===== src/rtl/vram_pkg.sv =====
// Shared types for the VRAM arbiter: grant tags, the host queue entry and default widths.
// Imported by the interface, the request FIFO and the arbiter top level.
package vram_pkg;

    localparam int VRAM_AW = 8;
    localparam int VRAM_DW = 8;

    typedef enum logic [1:0] {
        GNT_NONE = 2'd0,
        GNT_VID  = 2'd1,
        GNT_HRD  = 2'd2,
        GNT_HWR  = 2'd3
    } grant_e;

    // Queue entries are sized from the package widths; override AW/DW together with these.
    typedef struct packed {
        logic               we;
        logic [VRAM_AW-1:0] addr;
        logic [VRAM_DW-1:0] wdata;
    } vram_entry_t;

endpackage


===== src/rtl/vram_arbiter_if.sv =====
// Bundle of the VGA read port, host request port and RAM port around the VRAM arbiter.
// The arbiter uses the slave view; the surrounding system (or bench) uses the master view.
interface vram_arbiter_if #(
    parameter int AW     = vram_pkg::VRAM_AW,
    parameter int DW     = vram_pkg::VRAM_DW,
    parameter int QDEPTH = 4
) ();

    localparam int CW = $clog2(QDEPTH + 1);

    logic          vid_req;
    logic [AW-1:0] vid_addr;
    logic [DW-1:0] vid_data;

    logic          host_valid;
    logic          host_ready;
    logic          host_we;
    logic [AW-1:0] host_addr;
    logic [DW-1:0] host_wdata;
    logic          host_rvalid;
    logic [DW-1:0] host_rdata;

    logic          mem_en;
    logic          mem_we;
    logic [AW-1:0] mem_addr;
    logic [DW-1:0] mem_wdata;
    logic [DW-1:0] mem_rdata;

    logic [CW-1:0] q_count;

    modport slave (
        input  vid_req, vid_addr, host_valid, host_we, host_addr, host_wdata, mem_rdata,
        output vid_data, host_ready, host_rvalid, host_rdata,
               mem_en, mem_we, mem_addr, mem_wdata, q_count
    );

    modport master (
        output vid_req, vid_addr, host_valid, host_we, host_addr, host_wdata, mem_rdata,
        input  vid_data, host_ready, host_rvalid, host_rdata,
               mem_en, mem_we, mem_addr, mem_wdata, q_count
    );

endinterface


===== src/rtl/vram_req_fifo.sv =====
// In-order circular queue of host requests; head is the oldest entry, no same-cycle bypass.
// DEPTH must be a power of two so the pointers wrap naturally.
module vram_req_fifo
    import vram_pkg::*;
#(
    parameter int DEPTH = 4
) (
    input  logic                         clk,
    input  logic                         rst_n,
    input  logic                         push_i,
    input  vram_entry_t                  data_i,
    input  logic                         pop_i,
    output vram_entry_t                  head_o,
    output logic [$clog2(DEPTH+1)-1:0]   count_o,
    output logic                         full_o,
    output logic                         empty_o
);

    localparam int PW = $clog2(DEPTH);
    localparam int CW = $clog2(DEPTH + 1);

    vram_entry_t   entries_q [DEPTH];
    logic [PW-1:0] wrPtr_q;
    logic [PW-1:0] rdPtr_q;
    logic [CW-1:0] count_q;
    logic          pushOk;
    logic          popOk;

    assign full_o  = (count_q == CW'(DEPTH));
    assign empty_o = (count_q == '0);
    assign pushOk  = push_i && !full_o;
    assign popOk   = pop_i && !empty_o;
    assign head_o  = entries_q[rdPtr_q];
    assign count_o = count_q;

    always_ff @(posedge clk or negedge rst_n) begin
        if (!rst_n) begin
            wrPtr_q <= '0;
            rdPtr_q <= '0;
            count_q <= '0;
        end else begin
            if (pushOk) begin
                wrPtr_q <= wrPtr_q + PW'(1);
            end
            if (popOk) begin
                rdPtr_q <= rdPtr_q + PW'(1);
            end
            count_q <= count_q + CW'(pushOk) - CW'(popOk);
        end
    end

    // Storage needs no reset: the pointers define what is valid.
    always_ff @(posedge clk) begin
        if (pushOk) begin
            entries_q[wrPtr_q] <= data_i;
        end
    end

endmodule


===== src/rtl/vram_arbiter.sv =====
// Single-port VRAM arbiter: VGA reads always win, host requests drain from an in-order queue
// in free cycles, and read data is steered back by a one-cycle-delayed grant tag.
module vram_arbiter
    import vram_pkg::*;
#(
    parameter int AW     = VRAM_AW,
    parameter int DW     = VRAM_DW,
    parameter int QDEPTH = 4
) (
    input  logic           clk,
    input  logic           rst_n,
    vram_arbiter_if.slave  bus
);

    localparam int CW = $clog2(QDEPTH + 1);

    grant_e        grant;
    grant_e        tag_q;
    logic          active_q;
    vram_entry_t   pushEntry;
    vram_entry_t   head;
    logic [CW-1:0] fifoCount;
    logic          fifoFull;
    logic          fifoEmpty;
    logic          push;
    logic          pop;
    logic [AW-1:0] memAddr_d;
    logic [AW-1:0] memAddr_q;
    logic [DW-1:0] memWdata_d;
    logic [DW-1:0] memWdata_q;
    logic [DW-1:0] vidData_q;
    logic [DW-1:0] hostRdata_q;
    logic          hostRvalid_q;

    // active_q keeps the RAM port and host_ready quiet until the first edge after reset.
    assign bus.host_ready = active_q && !fifoFull;
    assign push           = bus.host_valid && bus.host_ready;
    assign pop            = (grant == GNT_HRD) || (grant == GNT_HWR);
    assign pushEntry      = '{we: bus.host_we, addr: bus.host_addr, wdata: bus.host_wdata};

    vram_req_fifo #(
        .DEPTH (QDEPTH)
    ) u_fifo (
        .clk     (clk),
        .rst_n   (rst_n),
        .push_i  (push),
        .data_i  (pushEntry),
        .pop_i   (pop),
        .head_o  (head),
        .count_o (fifoCount),
        .full_o  (fifoFull),
        .empty_o (fifoEmpty)
    );

    always_comb begin
        grant      = GNT_NONE;
        memAddr_d  = memAddr_q;
        memWdata_d = memWdata_q;
        if (active_q) begin
            if (bus.vid_req) begin
                grant     = GNT_VID;
                memAddr_d = bus.vid_addr;
            end else if (!fifoEmpty) begin
                grant      = head.we ? GNT_HWR : GNT_HRD;
                memAddr_d  = head.addr;
                memWdata_d = head.wdata;
            end
        end
    end

    assign bus.mem_en      = (grant != GNT_NONE);
    assign bus.mem_we      = (grant == GNT_HWR);
    assign bus.mem_addr    = memAddr_d;
    assign bus.mem_wdata   = memWdata_d;
    assign bus.q_count     = fifoCount;
    assign bus.vid_data    = vidData_q;
    assign bus.host_rdata  = hostRdata_q;
    assign bus.host_rvalid = hostRvalid_q;

    always_ff @(posedge clk or negedge rst_n) begin
        if (!rst_n) begin
            active_q     <= 1'b0;
            tag_q        <= GNT_NONE;
            memAddr_q    <= '0;
            memWdata_q   <= '0;
            vidData_q    <= '0;
            hostRdata_q  <= '0;
            hostRvalid_q <= 1'b0;
        end else begin
            active_q     <= 1'b1;
            tag_q        <= grant;
            memAddr_q    <= memAddr_d;
            memWdata_q   <= memWdata_d;
            hostRvalid_q <= (tag_q == GNT_HRD);
            if (tag_q == GNT_VID) begin
                vidData_q <= bus.mem_rdata;
            end
            if (tag_q == GNT_HRD) begin
                hostRdata_q <= bus.mem_rdata;
            end
        end
    end

endmodule

===== src/flat_wrapper.sv =====
// flat-port wrapper written by rule: the top's interface ports become plain ports
module vram_arbiter_flat import vram_pkg::*;
#(
    parameter int AW     = VRAM_AW,
    parameter int DW     = VRAM_DW,
    parameter int QDEPTH = 4
)
  (clk, rst_n, bus_vid_req, bus_vid_addr, bus_host_valid, bus_host_we, bus_host_addr, bus_host_wdata, bus_mem_rdata, bus_vid_data, bus_host_ready, bus_host_rvalid, bus_host_rdata, bus_mem_en, bus_mem_we, bus_mem_addr, bus_mem_wdata, bus_q_count);
  vram_arbiter_if #(.AW(AW), .DW(DW), .QDEPTH(QDEPTH)) bus_i ();
  input  logic clk;
  input  logic rst_n;
  input wire logic [$bits(bus_i.vid_req)-1:0] bus_vid_req;
  input wire logic [$bits(bus_i.vid_addr)-1:0] bus_vid_addr;
  input wire logic [$bits(bus_i.host_valid)-1:0] bus_host_valid;
  input wire logic [$bits(bus_i.host_we)-1:0] bus_host_we;
  input wire logic [$bits(bus_i.host_addr)-1:0] bus_host_addr;
  input wire logic [$bits(bus_i.host_wdata)-1:0] bus_host_wdata;
  input wire logic [$bits(bus_i.mem_rdata)-1:0] bus_mem_rdata;
  output wire logic [$bits(bus_i.vid_data)-1:0] bus_vid_data;
  output wire logic [$bits(bus_i.host_ready)-1:0] bus_host_ready;
  output wire logic [$bits(bus_i.host_rvalid)-1:0] bus_host_rvalid;
  output wire logic [$bits(bus_i.host_rdata)-1:0] bus_host_rdata;
  output wire logic [$bits(bus_i.mem_en)-1:0] bus_mem_en;
  output wire logic [$bits(bus_i.mem_we)-1:0] bus_mem_we;
  output wire logic [$bits(bus_i.mem_addr)-1:0] bus_mem_addr;
  output wire logic [$bits(bus_i.mem_wdata)-1:0] bus_mem_wdata;
  output wire logic [$bits(bus_i.q_count)-1:0] bus_q_count;
  assign bus_i.vid_req = bus_vid_req;
  assign bus_i.vid_addr = bus_vid_addr;
  assign bus_i.host_valid = bus_host_valid;
  assign bus_i.host_we = bus_host_we;
  assign bus_i.host_addr = bus_host_addr;
  assign bus_i.host_wdata = bus_host_wdata;
  assign bus_i.mem_rdata = bus_mem_rdata;
  assign bus_vid_data = bus_i.vid_data;
  assign bus_host_ready = bus_i.host_ready;
  assign bus_host_rvalid = bus_i.host_rvalid;
  assign bus_host_rdata = bus_i.host_rdata;
  assign bus_mem_en = bus_i.mem_en;
  assign bus_mem_we = bus_i.mem_we;
  assign bus_mem_addr = bus_i.mem_addr;
  assign bus_mem_wdata = bus_i.mem_wdata;
  assign bus_q_count = bus_i.q_count;
  vram_arbiter #(.AW(AW), .DW(DW), .QDEPTH(QDEPTH)) u_core (.clk(clk), .rst_n(rst_n), .bus(bus_i));
endmodule

===== config.mk =====
export PLATFORM = sky130hd
export DESIGN_NAME = vram_arbiter_flat
export DESIGN_NICKNAME = d
export VERILOG_FILES = /design/src/rtl/vram_pkg.sv /design/src/rtl/vram_arbiter_if.sv /design/src/rtl/vram_req_fifo.sv /design/src/rtl/vram_arbiter.sv /design/src/flat_wrapper.sv
export SDC_FILE = /design/constraint.sdc
export NUM_CORES = 1
export LEC_CHECK = 0
export BUFFER_PORTS_ARGS = -buffer_cell sky130_fd_sc_hd__buf_2
export CORE_MARGIN = 3
export CORE_UTILIZATION = 55
export DETAILED_ROUTE_END_ITERATION = 16
export HOLD_SLACK_MARGIN = 0.02
export PLACE_DENSITY = 0.86
export SLEW_MARGIN = 20
export SYNTH_ARGS = -nofsm -noshare
export SYNTH_HDL_FRONTEND = slang
export SYNTH_SLANG_ARGS = --single-unit

===== constraint.sdc =====
create_clock -name clk -period 3.1 [get_ports clk]
set_input_delay 0.62 -clock clk [delete_from_list [all_inputs] [get_ports clk]]
set_output_delay 0.62 -clock clk [all_outputs]
set_load 0.02 [all_outputs]

==> metrics.cfg <==
[yosys]
postSynthCellCount = 234
synth_top_area_share_pct = 47.03
synth_fa_ha_area_share_pct = 2.190
syn_avg_cell_area_sq_um = 18.55
synth_fp_nets = 278
seq_area_frac_synth_pct = 71.82
syn-cell-area_sq_mm = 0.004342
synth_cell_types = 33
yosys_warnings = 0
ys_top_cells_by_area = edfxtp_1 (47%), dfrtp_1 (25%), mux2_2 (6.5%)
synth-compound-area-share_pct = 1.960
ys_ff_latch = 111
synth_xor_area_share_pct = 1.009
synth_mux_area_share_pct = 16.17
synth_top_family_by_area = multiplexers
synthSimpleGateAreaFrac_pct = 4.784
yosysTopAreaCell = edfxtp_1

[critical_path]
cp.arrival_ns = 2.23
worst_r2r_path_depth = 10
crit_required_ns = 2.48
cp-start-kind = flip-flop
cp_max_fo = 10
crit_type = reg2out
end_kind = output pin

[cells_and_area]
final_area_sq_mm = 0.005069
final_nets = 364
final_core_util_pct = 68.06
multiInputGateArea_sq_mm = 0.001142
regArea_sq_mm = 0.003118
area_growth_pct = 16.74
nFillCells = 518
final_common_cell = buf_2
final_cells = 424
antenna_cells = 0
drive_gt1_share_pct = 42.15
final_cell_mix = buf_2 (75), edfxtp_1 (68), dfrtp_1 (43)

[min_path]
hp-class = in2async

[sta]
fin_skew_ns = 0.009467
min_period_ns = 2.851
worst_slew_pin_slew_ns = 0.9424
hold_viol_final = 0
max-slew-margin-rel_pct = 37.18
fin_crit_sh_pct = 91.97
rsz0062_at_grt = false
setup_viol = 0
max_freq_ghz = 0.3508
post-route-worst-setup-slack_ns = 0.2491
setup_tns_ns = 0
maxSlewViolCount = 0
hold_slack_ns = 0.4025

[placement]
dpl.hpwl_mm = 5.271
numPortBuffers = 75
dp.cells = 408
gp_congestion = 0.7471
dpl_worst_slack_ns = 0.4407
dpl_cell_area_sq_mm = 0.004861

[global_route]
grtUsageTotal_pct = 18.03
grt_pass1_wl_mm = 12.01
antenna_found_initial = 0
grt_max_degree = 44
grt_pass1_vias = 2347
grt_overflow_total = 0

[run]
drv_cap = 0

[drt]
vias = 2324
dr.pass1.iters = 4
wl_per_cell_um = 17.75
drc_errors = 0
drt_iter0_markers = 208
routed_wl_mm = 7.526
ant_nets = 0
viasPerCell = 5.481

[clocking]
cts_tree = done
postCtsHoldBufs = 0
h-tree-depth = 3
cts_buffers = 9
cts_setup_buffers = 0
insertion_delay_ns = 0.35
cts_sinks = 111
clockRootBuffer = clkbuf_8
path_clk_slew_ns = 0.10
cts_max_path_buffers = 2
postCtsResizedCells = 0

[power_and_ir_drop]
leakage_nw = 2.015
design_power_total_mw = 4.504
ir_drop_mv = 0.3030
powerDensity_mw_per_mm2 = 888.6

[floorplan]
dieHeight_um = 94.85
core_area_sq_mm = 0.007447
die_area_sq_mm = 0.008996
die_w_um = 94.85
ios = 76
rows = 31
initial_utilization_pct = 58.30

[outcome]
status = complete, no violations

-- critical path, stage by stage (launching register included) --
cell	delay, ns
dfrtp_1	0.53
buf_4	0.30
mux4_1	0.57
mux2_2	0.30
buf_2	0.17
-- cell usage after synthesis --
cell       instances
edfxtp_1          68
dfrtp_1           43
mux2_2            25
nor3_1            15
mux4_1            10
nor2_1             8
inv_1              7
mux4_2             7
o22ai_1            7
ha_1               6
and2_1             4
clkbuf_1           4
xnor2_1            3
buf_2              2
buf_6              2
nand2_1            2
nand2b_1           2
nor3b_1            2
o31ai_1            2
xor2_1             2
a21boi_0           1
a21oi_1            1
a2bb2oi_1          1
and2_2             1
and2_4             1
and4bb_2           1
buf_4              1
clkbuf_2           1
conb_1             1
fa_1               1
nor2b_1            1
o21ai_0            1
or4_1              1
-- cells by family (layout without fill, tap and decap cells) --
family / after synthesis / in the layout
xor gates and xnor gates: 5 / 5
AOI/OAI and AO/OA: 13 / 13
muxes: 42 / 42
and+or+nand+nor: 38 / 38
other: 1 / 1
adders and majority gates: 7 / 7
DFF: 111 / 111
buffers and inverters: 17 / 108
-- layout make-up --
type | instances | area share, %
timing repair buffer | 85 | 8.887
clock buffer | 11 | 2.987
multi-input combinational | 106 | 22.54
sequential | 111 | 61.52
clock inverter | 5 | 1.111
tap | 99 | 2.444
inverter | 7 | 0.5184
-- routing by layer --
layer	part of all wire, %	track usage [%]	vias to the layer above
met5	0	0	-
met4	0.78	3.966	0
met3	5.6	4.622	7
met2	50	29.89	66
met1	44	24.33	1179
li1	-	-	1072
-- state kept, by name, summed over array words and instances, names as in the netlist --
| signal | flops |
|---|---|
| u_core.u_fifo.count_o | 3 |
| u_core.u_fifo.wrPtr_q | 2 |
| u_core.bus.vid_data | 8 |
| u_core.bus.host_rdata | 8 |
| u_core.u_fifo.entries_q | 68 |
| u_core.u_fifo.rdPtr_q | 2 |
| u_core.bus.host_rvalid | 1 |
| u_core.tag_q | 2 |
| u_core.memWdata_q | 8 |
| u_core.memAddr_q | 8 |
| u_core.active_q | 1 |
-- path summary, 6_finish.rpt --
| kind | from | end | slack, ns |
|---|---|---|---|
| max in group asynchronous | rst_n | u_core.bus.vid_data[1] | 2.11 |
| min in group clk | bus_host_addr[2] | u_core.u_fifo.entries_q[1][10] | 0.47 |
| hold reg to reg | u_core.memWdata_q[0] | u_core.memWdata_q[0] | 0.50 |
| hold / removal | rst_n | u_core.memAddr_q[2] | 0.40 |
| setup reg to reg | u_core.u_fifo.count_o[1] | u_core.u_fifo.count_o[2] | 0.57 |
| setup / recovery | u_core.u_fifo.rdPtr_q[0] | bus_mem_wdata[7] | 0.25 |
-- report_power, final --
part / leakage [nW] / internal [mW] / switching, mW / total [mW]
Sequential: 1.12 / 1.93 / 0.211 / 2.14
Clock: 0.105 / 0.417 / 0.451 / 0.868
Combinational: 0.791 / 0.679 / 0.818 / 1.50
Total: 2.02 / 3.02 / 1.48 / 4.50
Power figures use the tool's default switching activity.
